===== src/rtl/video_fetch_fifo.sv =====
// Frame-buffer word fetcher for the scanout stage: reads one 32-bit word per
// 8-pixel group and buffers it in a first-word-fall-through FIFO.
module video_fetch_fifo #(
    parameter int C_addr_bits   = 30,
    parameter int C_depth_log2  = 4,
    parameter int C_frame_words = 38400
) (
    input  logic                   clk,
    input  logic                   rst_n,
    input  logic [C_addr_bits-1:0] base_addr,
    output logic                   addr_strobe,
    output logic [C_addr_bits-1:0] addr,
    input  logic                   data_ready,
    input  logic [31:0]            data_in,
    input  logic                   rd,
    input  logic                   vga_vsync,
    output logic [7:0]             red_byte,
    output logic [7:0]             green_byte,
    output logic [7:0]             blue_byte,
    output logic [7:0]             bright_byte,
    output logic                   underrun
);

    localparam int DEPTH = 1 << C_depth_log2;
    localparam int FW    = (C_frame_words >= 65536) ? 32 : 16;
    localparam logic [FW-1:0] FRAME_WORDS = FW'(C_frame_words);
    localparam logic [FW-1:0] FRAME_LAST  = FW'(C_frame_words - 1);

    typedef enum logic [1:0] {WAIT_VSYNC, FILL, REQ, DONE} state_t;

    state_t                  state;
    logic                    vs_meta, vs_sync, vs_prev;
    logic                    flush;
    logic [31:0]             mem [DEPTH];
    logic [C_depth_log2-1:0] wr_ptr, rd_ptr;
    logic [C_depth_log2:0]   count;
    logic [FW-1:0]           fetched;
    logic                    discard;
    logic [C_addr_bits-1:0]  next_base;
    logic                    do_write, do_read;
    logic [31:0]             head;

    // Synchronizer idles high so that leaving reset never looks like a vsync edge.
    always_ff @(posedge clk or negedge rst_n) begin
        if (!rst_n) begin
            vs_meta <= 1'b1;
            vs_sync <= 1'b1;
            vs_prev <= 1'b1;
        end else begin
            vs_meta <= vga_vsync;
            vs_sync <= vs_meta;
            vs_prev <= vs_sync;
        end
    end

    assign flush    = vs_prev & ~vs_sync;
    assign do_write = (state == REQ) && data_ready && !discard && !flush;
    assign do_read  = rd && (count != '0) && !flush;

    always_ff @(posedge clk) begin
        if (do_write)
            mem[wr_ptr] <= data_in;
    end

    assign head        = (count != '0) ? mem[rd_ptr] : 32'h0;
    assign red_byte    = head[7:0];
    assign green_byte  = head[15:8];
    assign blue_byte   = head[23:16];
    assign bright_byte = head[31:24];

    always_ff @(posedge clk or negedge rst_n) begin
        if (!rst_n) begin
            state       <= WAIT_VSYNC;
            addr_strobe <= 1'b0;
            addr        <= '0;
            underrun    <= 1'b0;
            wr_ptr      <= '0;
            rd_ptr      <= '0;
            count       <= '0;
            fetched     <= '0;
            discard     <= 1'b0;
            next_base   <= '0;
        end else begin
            underrun <= rd && (count == '0) && !flush;

            if (do_write)
                wr_ptr <= wr_ptr + 1'b1;
            if (do_read)
                rd_ptr <= rd_ptr + 1'b1;
            if (do_write && !do_read)
                count <= count + 1'b1;
            else if (!do_write && do_read)
                count <= count - 1'b1;

            if (flush) begin
                wr_ptr  <= '0;
                rd_ptr  <= '0;
                count   <= '0;
                fetched <= '0;
                // An in-flight bus read cannot be aborted; drop its data when it lands.
                if (state == REQ && !data_ready) begin
                    discard   <= 1'b1;
                    next_base <= base_addr;
                end else begin
                    discard     <= 1'b0;
                    addr        <= base_addr;
                    addr_strobe <= 1'b0;
                    state       <= FILL;
                end
            end else begin
                case (state)
                    WAIT_VSYNC: ;
                    FILL: begin
                        if (!count[C_depth_log2] && fetched < FRAME_WORDS) begin
                            addr_strobe <= 1'b1;
                            state       <= REQ;
                        end
                    end
                    REQ: begin
                        if (data_ready) begin
                            addr_strobe <= 1'b0;
                            if (discard) begin
                                discard <= 1'b0;
                                addr    <= next_base;
                                state   <= FILL;
                            end else begin
                                addr    <= addr + 1'b1;
                                fetched <= fetched + 1'b1;
                                state   <= (fetched == FRAME_LAST) ? DONE : FILL;
                            end
                        end
                    end
                    DONE: ;
                    default: state <= WAIT_VSYNC;
                endcase
            end
        end
    end

endmodule


===== config.mk =====
export PLATFORM = sky130hd
export DESIGN_NAME = video_fetch_fifo
export DESIGN_NICKNAME = d
export VERILOG_FILES = /design/src/rtl/video_fetch_fifo.sv
export SDC_FILE = /design/constraint.sdc
export NUM_CORES = 1
export LEC_CHECK = 0
export ABC_AREA = 1
export ABC_CLOCK_PERIOD_IN_PS = 3800
export CELL_PAD_IN_SITES_DETAIL_PLACEMENT = 1
export CELL_PAD_IN_SITES_GLOBAL_PLACEMENT = 2
export CORE_ASPECT_RATIO = 0.9
export CORE_UTILIZATION = 40
export CTS_BUF_LIST = sky130_fd_sc_hd__clkbuf_4
export CTS_CLUSTER_DIAMETER = 100
export DETAILED_ROUTE_END_ITERATION = 8
export PLACE_DENSITY = 0.84
export SYNTH_ARGS = -nofsm -noshare
export SYNTH_HDL_FRONTEND = slang
export SYNTH_SLANG_ARGS = --single-unit

===== constraint.sdc =====
create_clock -name clk -period 3.8 [get_ports clk]
set_input_delay 0.76 -clock clk [delete_from_list [all_inputs] [get_ports clk]]
set_output_delay 0.76 -clock clk [all_outputs]
set_load 0.01 [all_outputs]

# Word level (Yosys, flattened, before mapping)

Memories as Yosys holds them, arrays and structs flattened.
Index checks and enable logic that the tools add are counted.

$add $sub $neg: 6
Order comparisons: 1
Eq/ne operators: 7
Multiplexer cells: 34
Bitwise gates (word level): 2
Reduce and logical (&&, ||, !) cells: 30

Operators with widths:

| cell                                             | number |
|---|---|
| two-way mux 30 bit                               | 5 |
| two-way mux 16 bit                               | 4 |
| two-way mux 32 bit                               | 1 |
| adder 30 x 1 -> 30 bit, second input constant    | 1 |
| adder 16 x 1 -> 16 bit, second input constant    | 1 |
| equality test 16 bit, second input constant      | 1 |
| < comparator 16 bit, second input constant       | 1 |
| two-way mux 4 bit                                | 4 |
| two-way mux 5 bit                                | 3 |
| two-way mux 2 bit                                | 6 |
| logical AND 1 bit                                | 11 |
| two-way mux 1 bit                                | 9 |
| adder 4 x 1 -> 4 bit, second input constant      | 2 |
| nonzero test 2 bit                               | 4 |
| logical NOT 1 bit                                | 6 |
| != test 3 bit, second input constant             | 2 |
| AND reduction 3 bit                              | 2 |
| nonzero test 3 bit                               | 2 |
| adder 5 x 1 -> 5 bit, second input constant      | 1 |
| logical NOT 5 bit                                | 1 |
| nonzero test 5 bit                               | 1 |
| subtractor 5 x 1 -> 5 bit, second input constant | 1 |
| != test 2 bit, second input constant             | 2 |
| one-hot mux 2 bit (2 select lines)               | 1 |
| 7 further kinds                                  | 8 |

Bits in registers: 97
RAM bits: 512
Output and inout bits: 64
Logic and storage cells: 94
Memories: 1

Memories:

| name | depth | width | read ports | clocked after memory_dff | write ports | RTL line | source |
|---|---|---|---|---|---|---|---|
| mem  | 16    | 32    | 1          | 0                        | 1           | 34       | `logic [31:0] mem [DEPTH];` |

# Longest topological paths before layout

Gate-level depths: netlist of the first run.

Depth after elaboration: 9
Depth in mapped cells: 14
Depth with buffers taken out: 14

# Least setup slack after synthesis of the first run

Ideal clock, no wire load.

Path kind: in2reg
From: in data_ready
To: mem mem[0][0] (enable)
Setup time: 0.421 ns
Arrival time: 2.619 ns
Path slack: 0.760 ns
Stages on the path: 6
Buffers on the path: 0
Cells stage by stage: nand3_2 -> inv_1 -> nand2_1 -> inv_2 -> nand2_1 -> nor2_1

Longest elaborated chain between the ends: 5

RTL lines:

| what                                    | RTL line | source |
|---|---|---|
| from (decl)                             | 13       | `input logic data_ready,` |
| logical AND 1 bit (3 in series)         | 57       | `assign do_write = (state == REQ) && data_ready && !discard && !flush;` |
| two-way mux 1 bit                       | 61       | `if (do_write)` |
| two-way mux 1 bit (implied by the code) | 62       | `mem[wr_ptr] <= data_in;` |
| to (decl)                               | 34       |  |

Every way passes these cells.

# Worst setup path after layout of the first run

From: reg rd_ptr[1]
To: out red_byte[2]

Longest elaborated chain between the ends: 2

RTL lines:

| what                   | RTL line | source |
|---|---|---|
| from (decl)            | 35       | `logic [C_depth_log2-1:0] wr_ptr, rd_ptr;` |
| from (signal assigned) | 89       | `rd_ptr <= rd_ptr + 1'b1;` |
| memory (16 x 32 bit)   | -        |  |
| two-way mux 32 bit     | 65       | `assign head = (count != '0) ? mem[rd_ptr] : 32'h0;` |
| to (decl)              | 17       | `output logic [7:0] red_byte,` |

Every way passes these cells.

==> results.md, run 1 <==
- Headroom to the max-slew limit came out at 26.4%.
- For this run, the total global-route usage over all layers was measured as 24.6%.
- Row generation in the floorplan step produced 87 rows.
- The category of the worst setup path capture point is an output port.
- The number of nets at the end of the flow is 2688.
- The path category of the worst min-delay check is primary input to flip-flop.
- On the worst path, the slowest cell contributes a delay of 500 ps.
- The detail route stage leaves a number of antenna-violating nets equal to 0.
- The via count of the first global-routing pass is 20603.
- The clock sink count is 609.
- The first detailed-routing pass ran for 5 iterations.
- The effective utilization at floorplan is 40.8%.
- After detailed routing, the number of remaining DRC violations is 0.
- Timing would allow up to 0.268 GHz.
- Setup repair after global routing could not meet its margin everywhere.
- The die extent in x is 270 microns.
- The most common cell after layout, fill and taps aside is sky130_fd_sc_hd__nand2_1.
- The synthesized netlist cell count is 2330.
- For this design, the slowest cell found on the critical path is sky130_fd_sc_hd__dfrtp_2.
- Of all flip-flops after synthesis, the portion carrying an async set or reset was 15.9%.
- The number of failing setup endpoints in the final timing report is 0.
- Max-cap violations in this run came to 0.
- In the final routed layout, each cell accounts on average for 22.5 microns.
- The number of flops mapped to enable cells by yosys is 512.
- The maximum vdd ir drop is 0.000409 V.
- The number of design-rule violations left by the first detailed-router iteration is 1668.
- Hold timing on the final database bottoms out at a slack of 182 ps.
- Counting I/O delays and the setup requirement, the final critical path takes 3740 ps.
- The power density over the cells is 689 mW/mm^2.
- The critical path goes through inv_6 -> nand2_1 -> inv_4 -> bufbuf_16 -> a21oi_1 -> o21ai_1 -> a21oi_2 -> nor2_1 -> dlygate4sd2_1.
- The launching element type of the critical path is a flip-flop.
- In the finished design, the share of the clock period the worst path needs comes to 98.4%.
- The average instance area after synthesis is 11.1 sq um.
- The endpoint required time on the critical path is 3040 ps.
- The worst setup slack after placement is 430 ps.
- The initial antenna violation count is 2.
- The number of vias per cell is 5.42.
- For this run, the register share of the synthesized area comes to 69.0%.
- The hold violation total from the final report is 0.
- The number of buffer cells added on primary ports is 130.
- Measured along the y axis, the die boundary spans 243 microns.
- Routability-driven placement finished with a final weighted congestion of 0.775.
- In the final layout, the share of cells above drive strength 1 is 17.5%.
- The largest fanout on the critical path is 12.
- Among all flip-flop cells after synthesis, the most frequent one is sky130_fd_sc_hd__edfxtp_1.
- For this design the top-level I/O count stands at 131.
- The synthesized netlist occupies a cell area of 0.0258 sq mm.
- CTS built an H-tree with a depth of 4.
- The CTS buffer count is 163.
- The classification of the worst setup path is flip-flop to output port.
- The cell count after placement is 3248.
- The root buffer cell is sky130_fd_sc_hd__clkbuf_4.
- The total detailed-routing wirelength is 80500 microns.
- The clock insertion delay at the later pin of the skew report is 1030 ps.
- The number of synthesis warnings is 0.
- Clock skew on the completed layout was measured at 78.5 ps.
- The largest buffer count on any clock path is 3.
- The post-route worst setup slack is 62.0 ps.
- In the layout the commonest cells are 632 x sky130_fd_sc_hd__nand2_1, 512 x sky130_fd_sc_hd__edfxtp_1, 255 x sky130_fd_sc_hd__clkbuf_4, 204 x sky130_fd_sc_hd__nor2_1, 181 x sky130_fd_sc_hd__o21ai_0.
- Detailed routing inserted a total of 19421 vias.
- Summed over all cells, the static leakage comes to 12.0 nW.
- The max-slew violation total from the final report is 0.
- The synthesis-to-layout area growth is 21.6%.
- The area of the core is 0.0632 sq mm.
- TritonCTS built the clock tree.
- The count of non-filler cells in the finished layout is 3583.
- The wire length of the first global-routing pass is 122000 microns.
- The flow ran to the end, and the final reports show no timing, DRC or antenna violations.
- The aggregate global routing overflow is 0.
- The count of distinct cell types in the synthesized netlist is 42.
- The net count of the mapped netlist is 2409.
- After clock tree synthesis, the clock-pin slew on the worst setup and hold paths is 70 ps.
- The synthesized design contains 609 register bits.
- The floorplan die area is 0.0655 sq mm.
- The detailed placer's ending HPWL is 43700 microns.
- The transition time at the pin with the least slew margin is 1100 ps.
- STA puts the critical path data arrival time at 2980 ps.
- The pin count of the biggest net entering global routing is 79.
-- per-stage QoR --
step | utilization (%) | power [mW] | area, sq um | TNS (ps)
floorplan | - | 11.9 | 25800 | 0
CTS | 49.5 | 21.6 | 31300 | -10.2
global placement | 44.9 | 14.4 | 28400 | 0
global route | 49.6 | 22.7 | 31400 | -275
finish | 49.6 | 21.6 | 31400 | 0
detailed placement | 44.9 | 14.7 | 28400 | 0
-- flip-flops by register name, summed over array words and instances, names as in the netlist --
| register | cells |
|---|---|
| mem | 512 |
| addr | 30 |
| next_base | 30 |
| fetched | 16 |
| count | 5 |
| rd_ptr | 4 |
| wr_ptr | 4 |
| state | 2 |
| addr_strobe | 1 |
| discard | 1 |
| underrun | 1 |
| vs_meta | 1 |
| vs_prev | 1 |
| vs_sync | 1 |
-- cell type report --
| cell class | instances | area, sq um |
|---|---|---|
| Tap cell | 845 | 1060 |
| Clock inverter | 33 | 213 |
| Fill cell | 6784 | 31900 |
| Sequential cell | 609 | 17800 |
| Inverter | 90 | 358 |
| Clock buffer | 255 | 1910 |
| Timing Repair inverter | 2 | 17.5 |
| Timing Repair Buffer | 235 | 2680 |
| Multi-Input combinational cell | 1508 | 7330 |
| Antenna cell | 6 | 15.0 |
-- where the power goes --
| group | internal, mW | leakage (nW) | switching, mW |
|---|---|---|---|
| registers | 7.65 | 5.85 | 0.439 |
| clock network | 3.23 | 1.27 | 2.80 |
| logic | 2.92 | 4.84 | 4.57 |
-- worst paths after layout --
path                            startpoint       endpoint  slack [ps]  depth (start not counted)
worst max-delay path             rd_ptr[1]    red_byte[2]          60                          9
min in group asynchronous            rst_n   next_base[7]         490                          2
max in group asynchronous            rst_n  next_base[26]        2410                          3
worst min-delay path             vga_vsync        vs_meta         180                          1
worst max register to register    count[0]       count[4]         800                         12
worst min register to register     vs_meta        vs_sync         360                          0
-- what timing repair did --
action                     in CTS  in global routing
setup endpoints to repair      32                 22
hold endpoints to repair       73                  0
hold buffers                    1                  0
gates cloned                   15                  2
pin swaps                      19                 16
gates resized for setup       141                 35
setup buffers                  24                  0
-- worst max-delay path, delay by kind of cell (launching register included) --
kind	cells	cell delay, ps
AND/OR/NAND/NOR	2	250
flip-flops	1	500
buffers and inverters	4	910
AO/OA/AOI/OAI	3	310
-- cells by family (layout without fill, tap and decap cells) --
kind of cell,count (synthesis),in the layout,synth area share (%)
buffers and inverters,214,615,3.82
AO/OA/AOI/OAI,488,488,10.2
AND/OR/NAND/NOR,963,964,14.6
adder cells (fa/ha/maj),12,12,0.611
other,0,6,0
flip-flops,609,609,69.0
multiplexers,36,36,1.42
XOR/XNOR,8,8,0.272
-- cells in the mapped netlist (9+ instances only) --
cell,number,area (sq um)
sky130_fd_sc_hd__nor2_1,236,886
sky130_fd_sc_hd__nand2_1,635,2380
sky130_fd_sc_hd__o21ai_0,188,941
sky130_fd_sc_hd__buf_6,14,158
sky130_fd_sc_hd__dfrtp_1,94,2350
sky130_fd_sc_hd__o21ai_1,33,165
sky130_fd_sc_hd__clkbuf_1,55,206
sky130_fd_sc_hd__buf_1,11,41.3
sky130_fd_sc_hd__a21oi_1,155,776
sky130_fd_sc_hd__mux2i_1,32,320
sky130_fd_sc_hd__edfxtp_1,512,15400
sky130_fd_sc_hd__buf_2,34,170
sky130_fd_sc_hd__o22ai_1,66,413
sky130_fd_sc_hd__a211oi_1,33,248
sky130_fd_sc_hd__inv_1,84,315
sky130_fd_sc_hd__nand3_1,58,290
sky130_fd_sc_hd__buf_4,9,67.6
sky130_fd_sc_hd__ha_1,11,138
sky130_fd_sc_hd__nand4_1,11,68.8
-- per-layer routing --
| metal | GRT usage [%] | part of all wire, % | up-vias |
|---|---|---|---|
| met2 | 40.3 | 48 | 655 |
| li1 | - | - | 8804 |
| met4 | 8.77 | 2.4 | 0 |
| met5 | 0 | 0 | - |
| met3 | 4.59 | 6.2 | 159 |
| met1 | 32.7 | 43 | 9803 |
Note: power is estimated with default switching activity, not from simulation.
==> run 2, diff against run 1 <==
- HOLD_SLACK_MARGIN: default -> 0.12
==> run 2 against run 1 <==
- non-clock buffer count grew 1
- final cell count unchanged
- sequential share of layout area about the same
- sequential power is essentially flat
- die area is the same
- critical path depth unchanged
- clock power about the same
- fmax fell by 0.32%
- setup slack worse by 12 ps
- flip-flop and latch count did not move
- critical path type unchanged
==> results.md, run 2 (synthesis results as in run 1) <==
- The cell count of the worst reg-to-reg path was 12 (unchanged).
- The core occupancy in the finished layout is 49.6% (about the same).
- The CTS buffer count is 163 (unchanged).
- The transition time at the pin with the least slew margin is 1100 ps (-3.69 ps).
- The hold-critical path depth is 3 (+2).
- The cell count after placement was 3248 (unchanged).
- The root buffer cell is sky130_fd_sc_hd__clkbuf_4.
- STA classifies the critical path endpoint as an output port.
- The total global routing track utilization was 24.6% (unchanged).
- The launching instance or port of the critical path is rd_ptr[1].
- The die extent in x came to 270 microns (unchanged).
- The total detailed-routing wirelength is 80600 microns (about the same).
- The effective utilization at floorplan is 40.8% (unchanged).
- The count of non-filler cells in the finished layout is 3583 (unchanged).
- The run finished with clean final reports.
- The final estimated routing congestion in global placement was 0.775 (unchanged).
- The max-slew violation total from the final report was 0 (unchanged).
- The number of buffer and inverter instances along the worst setup path is 4 (unchanged).
- The overall via count from detail_route came to 19462 (+0.21%).
- The maximum clock frequency is 0.267 GHz (-0.32%).
- The path category of the worst min-delay check is primary input to flip-flop.
- The cell-internal power is 13.8 mW (about the same).
- The via count of the first global-routing pass came to 20608 (+0.024%).
- The max-slew headroom at the worst pin is 26.7% (+0.25 points).
- The gate family responsible for the most delay along the worst path is buffers and inverters.
- The number of buffer cells added on primary ports was 130 (unchanged).
- The period utilization is 98.7% (+0.31 points).
- The floorplan die area is 0.0655 sq mm (unchanged).
- The clock-pin slew reported for the worst setup and hold paths after clock tree synthesis came to 60 ps (about the same).
- The startpoint of the worst register-to-register path is count[0].
- The launching element type of the critical path is a flip-flop.
- The worst setup slack after placement was 430 ps (unchanged).
- The fraction of power spent switching nets is 36.1% (about the same).
- The row count is 87 (unchanged).
- The cell count along the critical path is 9 (unchanged).
- The critical path's largest stage delay was 490 ps (about the same).
- The clock skew after layout came to 77.5 ps (-0.926 ps).
- The critical register-to-register path endpoint is count[4].
- The classification of the worst setup path is flip-flop to output port.
- The initial antenna violation count is 2 (unchanged).
- The power density over the cells is 689 mW/mm^2 (about the same).
- The endpoint required time on the critical path came to 3040 ps (about the same).
- The clock network fraction of total power is 27.9% (about the same).
- In the layout the commonest cells are 632 x sky130_fd_sc_hd__nand2_1, 512 x sky130_fd_sc_hd__edfxtp_1, 255 x sky130_fd_sc_hd__clkbuf_4, 204 x sky130_fd_sc_hd__nor2_1, 181 x sky130_fd_sc_hd__o21ai_0.
- The total DRC errors in the routed layout is 0 (unchanged).
- The maximum vdd ir drop is 0.000416 V (+1.6%).
- The sink of the worst hold path is underrun.
- The chip height came to 243 microns (unchanged).
- The wire length of the first global-routing pass is 122000 microns (about the same).
- The area of the core is 0.0632 sq mm (unchanged).
- The hold violation total from the final report was 0 (unchanged).
- The number of failing setup endpoints in the final timing report is 0 (unchanged).
- The synthesis-to-layout area growth came to 21.7% (about the same).
- The net switching power came to 7.82 mW (+0.12%).
- The number of optimization iterations in the first detailed-route pass was 6 (+1).
- The largest buffer count on any clock path came to 3 (unchanged).
- The top-level I/O count is 131 (unchanged).
- The combinational share of power is 34.7% (about the same).
- The largest fanout on the critical path is 12 (unchanged).
- The remaining number of nets flagged by the antenna check after routing came to 0 (unchanged).
- The pin count of the biggest net entering global routing is 79 (unchanged).
- The number of max-cap violations came to 0 (unchanged).
- The clock insertion delay at the later pin of the skew report is 1040 ps (about the same).
- The number of flip-flops under the largest register name is 512 (unchanged).
- The fraction of layout instances using a drive strength above 1 came to 17.5% (about the same).
- Setup repair after global routing could not meet its margin everywhere.
- The slack of the worst reg-to-reg path came to 790 ps (about the same).
- The hold path startpoint is rd.
- The shortest period the worst path allows came to 3750 ps (+11.9 ps).
- Walking the worst path, the cells encountered are inv_6 -> nand2_1 -> inv_4 -> bufbuf_16 -> a21oi_1 -> o21ai_1 -> a21oi_2 -> nor2_1 -> dlygate4sd2_1.
- The largest registers in the layout are mem: 512 flops, addr: 30 flops, next_base: 30 flops.
- The sequential power share is 37.4% (about the same).
- The count of H-tree levels built during CTS came to 4 (unchanged).
- The detailed placer's ending HPWL is 43700 microns (unchanged).
- The number of vias per cell is 5.43 (+0.21%).
- The number of nets at the end of the flow came to 2689 (+0.037%).
- The aggregate global routing overflow came to 0 (unchanged).
- TritonCTS built the clock tree.
- The number of design-rule violations left by the first detailed-router iteration is 1604 (-3.8%).
- The worst path arrival time is 2990 ps (about the same).
- The standby leakage power is 12.0 nW (about the same).
- The library cell used most frequently in the layout, excluding fill and tap cells, is sky130_fd_sc_hd__nand2_1.
- The register with the highest flop count is mem.
- The average wire per standard cell was 22.5 microns (about the same).
- The largest individual stage delay along the critical path comes from the cell sky130_fd_sc_hd__dfrtp_2.
- The post-route worst setup slack is 50.1 ps (-11.9 ps).
- The clock sink count is 609 (unchanged).
## run 2: cell types whose count changed in the layout (fill, tap and decap cells not counted), sizes merged
cell	delta
dlygate4sd3	+1
diode	-1
## run 2: worst register-to-register path, cell delays in order, from the launching register on
cell and delay [ps]:
sky130_fd_sc_hd__dfrtp_1 460, sky130_fd_sc_hd__nor2_2 410, sky130_fd_sc_hd__nand3_4 370, sky130_fd_sc_hd__nand2_1 310, sky130_fd_sc_hd__nand2_1 260, sky130_fd_sc_hd__ha_1 410
sky130_fd_sc_hd__a21oi_1 230, sky130_fd_sc_hd__nand2_1 80, sky130_fd_sc_hd__nand2_1 70, sky130_fd_sc_hd__nand2_1 70, sky130_fd_sc_hd__xnor2_1 130, sky130_fd_sc_hd__nand2_1 70
sky130_fd_sc_hd__nand2_1 40
## run 2: power groups by stage
stage | clock (mW) | sequential, mW | combinational, mW
after floorplan | 0 | 8.13 | 3.78
after global placement | 0 | 8.23 | 6.20
after detailed placement | 0 | 8.26 | 6.44
after CTS | 6.11 | 8.09 | 7.40
after global routing | 6.49 | 8.15 | 8.10
final | 6.03 | 8.09 | 7.50
## run 2: cell type report
class | instances | area, sq um
timing repair inverter | 2 | 17.5
antenna | 5 | 12.5
multi-input combinational | 1508 | 7330
clock inverter | 33 | 213
inverter | 90 | 358
tap | 845 | 1060
clock buffer | 255 | 1910
fill | 6785 | 31800
timing repair buffer | 236 | 2690
sequential | 609 | 17800
## run 2: worst max path at each step
stage | to | slack [ps]
finish | red_byte[2] | 50
global route | blue_byte[7] | -70
floorplan | mem[0][0] | 760
global placement | green_byte[4] | 510
CTS | green_byte[6] | -10
detailed placement | blue_byte[2] | 430
## run 2: repair_timing
| item | in CTS | in global routing |
|---|---|---|
| endpoints found under the setup margin | 32 | 22 |
| pin swaps | 19 | 16 |
| endpoints found under the hold margin | 74 | 0 |
| buffers inserted | 24 | 0 |
| hold buffers | 2 | 0 |
| cloned | 15 | 2 |
| gates resized for setup | 141 | 35 |
## run 2: routing by layer
metal | vias up | GRT usage [%] | share of wire [%]
li1 | 8801 | - | -
met1 | 9828 | 32.7 | 43
met2 | 689 | 40.3 | 49
met3 | 144 | 4.59 | 6.4
met4 | 0 | 8.77 | 2.4
met5 | - | 0 | 0
## run 2: metrics by stage
stage	cell area, sq um	power [mW]	hold slack (ps)	setup TNS, ps
floorplan	25800	11.9	345	0
global placement	28400	14.4	347	0
detailed placement	28400	14.7	349	0
CTS	31300	21.6	237	-10.2
global route	31400	22.7	284	-275
finish	31400	21.6	305	0
==> run 3, diff against run 2 <==
--- a/config.mk
+++ b/config.mk
@@ -18,2 +18,3 @@
 export PLACE_DENSITY = 0.84
+export SLEW_MARGIN = 30
 export SYNTH_ARGS = -nofsm -noshare
==> constraint.sdc (replaced) <==
create_clock -name clk -period 3.8 [get_ports clk]
set_input_delay 1.14 -clock clk [delete_from_list [all_inputs] [get_ports clk]]
set_output_delay 1.14 -clock clk [all_outputs]
set_load 0.01 [all_outputs]
==> run 3 against run 2 <==
- the run now ends with setup timing left
- global-route usage rose by 1.8 points
- first-iteration DRC count rose by 4.5%
- design area is 4.9% higher
- fmax decreased by 6.8%
- register-to-register slack better by 360 ps
- sequential share of layout area decreased by 2.7 points
- utilization grew 2.4 points
- worst hold slack better by 50 ps
- power is 7.9% higher
- critical endpoint is now green_byte[4]
- largest power group is now combinational logic
==> results.md, run 3 (synthesis results as in run 1) <==
- The post-detailed-placement cell area came to 0.0285 sq mm (+0.56%).
- The fraction of layout instances using a drive strength above 1 is 22.9% (+5.4 points).
- The total detailed-routing wirelength came to 87600 microns (+8.7%).
- The hold path startpoint is vs_meta.
- The transition time at the pin with the least slew margin is 749 ps (-351 ps).
- The number of buffer and inverter instances along the worst setup path was 5 (+1).
- The endpoint required time on the critical path is 2660 ps (-380 ps).
- The worst setup slack after placement is 276 ps (-154 ps).
- The number of max-cap violations is 0 (unchanged).
- The CTS buffer count was 162 (-0.61%).
- The overall via count from detail_route was 20002 (+2.8%).
- The chip height was 243 microns (unchanged).
- The number of buffer cells added on primary ports is 130 (unchanged).
- The clock skew after layout is 59.3 ps (-18.3 ps).
- STA classifies the critical path endpoint as an output port.
- The top-level I/O count is 131 (unchanged).
- The area used by sequential logic in the layout was 0.0178 sq mm (unchanged).
- The initial antenna violation count was 2 (unchanged).
- The standby leakage power is 12.6 nW (+4.9%).
- The post-route worst setup slack is -224 ps (-275 ps).
- The final-layout fill cell count is 6659 (-1.9%).
- The worst path arrival time is 2880 ps (-110 ps).
- The flow ran to the end, but the final reports show violations.
- The largest buffer count on any clock path is 3 (unchanged).
- The shortest period the worst path allows is 4020 ps (+275 ps).
- Setup repair after global routing could not meet its margin everywhere.
- The finished layout cell area came to 0.0329 sq mm (+4.9%).
- The count of H-tree levels built during CTS came to 4 (unchanged).
- The total global routing track utilization is 26.4% (+1.8 points).
- The row count is 87 (unchanged).
- The final estimated routing congestion in global placement is 0.776 (+0.19%).
- The period utilization came to 106% (+7.2 points).
- The maximum clock frequency is 0.248 GHz (-6.8%).
- The gate family responsible for the most delay along the worst path is buffers and inverters.
- The average wire per standard cell is 24.2 microns (+7.5%).
- In the layout the commonest cells are 602 x sky130_fd_sc_hd__nand2_1, 512 x sky130_fd_sc_hd__edfxtp_1, 251 x sky130_fd_sc_hd__clkbuf_4, 191 x sky130_fd_sc_hd__nor2_1, 156 x sky130_fd_sc_hd__o21ai_0.
- The clock tree from TritonCTS is built.
- The detailed placer's ending HPWL came to 42000 microns (-4.0%).
- The number of flip-flops under the largest register name is 512 (unchanged).
- The overall power is 23.3 mW (+7.9%).
- The hold-critical path depth is 0 (-3).
- The cell count after placement is 3244 (-0.12%).
- The pin count of the biggest net entering global routing is 58 (-27%).
- The critical path's largest stage delay was 450 ps (-40 ps).
- The number of vias per cell was 5.52 (+1.6%).
- The clock-pin slew reported for the worst setup and hold paths after clock tree synthesis is 50 ps (about the same).
- The checks that failed: setup timing.
- The path category of the worst min-delay check is flip-flop to flip-flop.
- The count of non-filler cells in the finished layout is 3626 (+1.2%).
- The total DRC errors in the routed layout was 0 (unchanged).
- The max-slew headroom at the worst pin is 50.1% (+23 points).
- Counting stages on the worst path, the most repeated cell is sky130_fd_sc_hd__buf_12.
- The clock sink count came to 609 (unchanged).
- The floorplan die area was 0.0655 sq mm (unchanged).
- The remaining number of nets flagged by the antenna check after routing is 0 (unchanged).
- The signal on the critical path passes through buf_12 -> clkinv_16 -> buf_12 -> buf_16 -> o21ai_0 -> o22ai_2 -> a21oi_2 -> nor2_1 -> buf_2.
- The maximum vdd ir drop is 0.000336 V (-19%).
- The number of nets at the end of the flow came to 2727 (+1.4%).
- The number of design-rule violations left by the first detailed-router iteration came to 1676 (+4.5%).
- The worst setup path is launched from a flip-flop.
- The number of failing setup endpoints in the final timing report was 30 (+30).
- The wire length of the first global-routing pass came to 130000 microns (+6.2%).
- The classification of the worst setup path is flip-flop to output port.
- The effective utilization at floorplan is 40.8% (unchanged).
- The number of optimization iterations in the first detailed-route pass is 7 (+1).
- The aggregate global routing overflow is 0 (unchanged).
- The root buffer cell is sky130_fd_sc_hd__clkbuf_4.
- The most common cell after layout, fill and taps aside is sky130_fd_sc_hd__nand2_1.
- The clock insertion delay at the later pin of the skew report is 1010 ps (-30 ps).
- The max-slew violation total from the final report is 0 (unchanged).
- The sum of negative setup slack is -2520 ps (-2520 ps).
- The cell count of the worst reg-to-reg path is 7 (-5).
- The launching instance or port of the critical path is rd_ptr[0].
- The largest fanout on the critical path is 18 (+6).
- The final-layout worst hold slack is 354 ps (+49.7 ps).
- The cell count along the critical path came to 9 (unchanged).
- The power density over the cells came to 709 mW/mm^2 (+2.9%).
- The via count of the first global-routing pass is 21370 (+3.7%).
- The area used by multi-input combinational logic is 0.00773 sq mm (+5.5%).
- The largest registers in the layout are mem: 512 flops, addr: 30 flops, next_base: 30 flops.
- From synthesis to final layout, the design area changed by 27.6%.
- The die extent in x came to 270 microns (unchanged).
- The hold violation total from the final report came to 0 (unchanged).
- The core occupancy in the finished layout is 52.1% (+2.4 points).
- The area of the core is 0.0632 sq mm (unchanged).
- mem holds more flip-flops than any other register.
- Among all stages on the critical path, the largest delay is contributed by sky130_fd_sc_hd__dfrtp_4.
- In this run the critical register-to-register path is launched from vs_prev.
run 3: changes by cell type in the layout (fill, tap and decap cells not counted), sizes merged, moves of 3 or more:
cell,change
buf,+54
clkbuf,-4
clkinv,+3
inv,+4
dlygate4sd2,-11
clkdlybuf4s15,-4
run 3: final cells by class:
cell class,count,share of cell area (%)
diodes,6,0.0456
flip-flops and latches,609,54.1
repair buffers,274,11.3
repair inverters,4,0.144
multi-input cells,1507,23.5
inverters,90,1.15
well taps,845,3.21
clock inverters,40,0.923
clock buffers,251,5.72
run 3: worst paths after layout:
path / endpoint / slack [ps]
max reg2reg: mem[11][30] / 1150
max in group asynchronous: next_base[29] / 2270
min reg2reg: vs_sync / 350
max: green_byte[4] / -220
min: vs_sync / 350
min in group asynchronous: next_base[7] / 740
run 3: what timing repair did:
| action | CTS | global route |
|---|---|---|
| resized for setup | 340 | 67 |
| setup endpoints to repair | 32 | 32 |
| setup buffers | 34 | 12 |
| endpoints found under the hold margin | 2 | 0 |
| pin swaps | 70 | 33 |
| hold buffers | 1 | 0 |
| cloned | 35 | 5 |
run 3: power by group:
part           total [mW]  internal (mW)  switching [mW]
registers            8.09           7.65           0.438
logic                9.00           3.83            5.17
clock network        6.25           3.34            2.91
run 3: routing by layer:
layer  vias up  track usage [%]  share of wire [%]
met5         -                0                  0
met4         0             10.4                2.7
met3       172             5.13                6.1
met2       729             44.1                 49
met1     10195             33.9                 42
li1       8906                -                  -
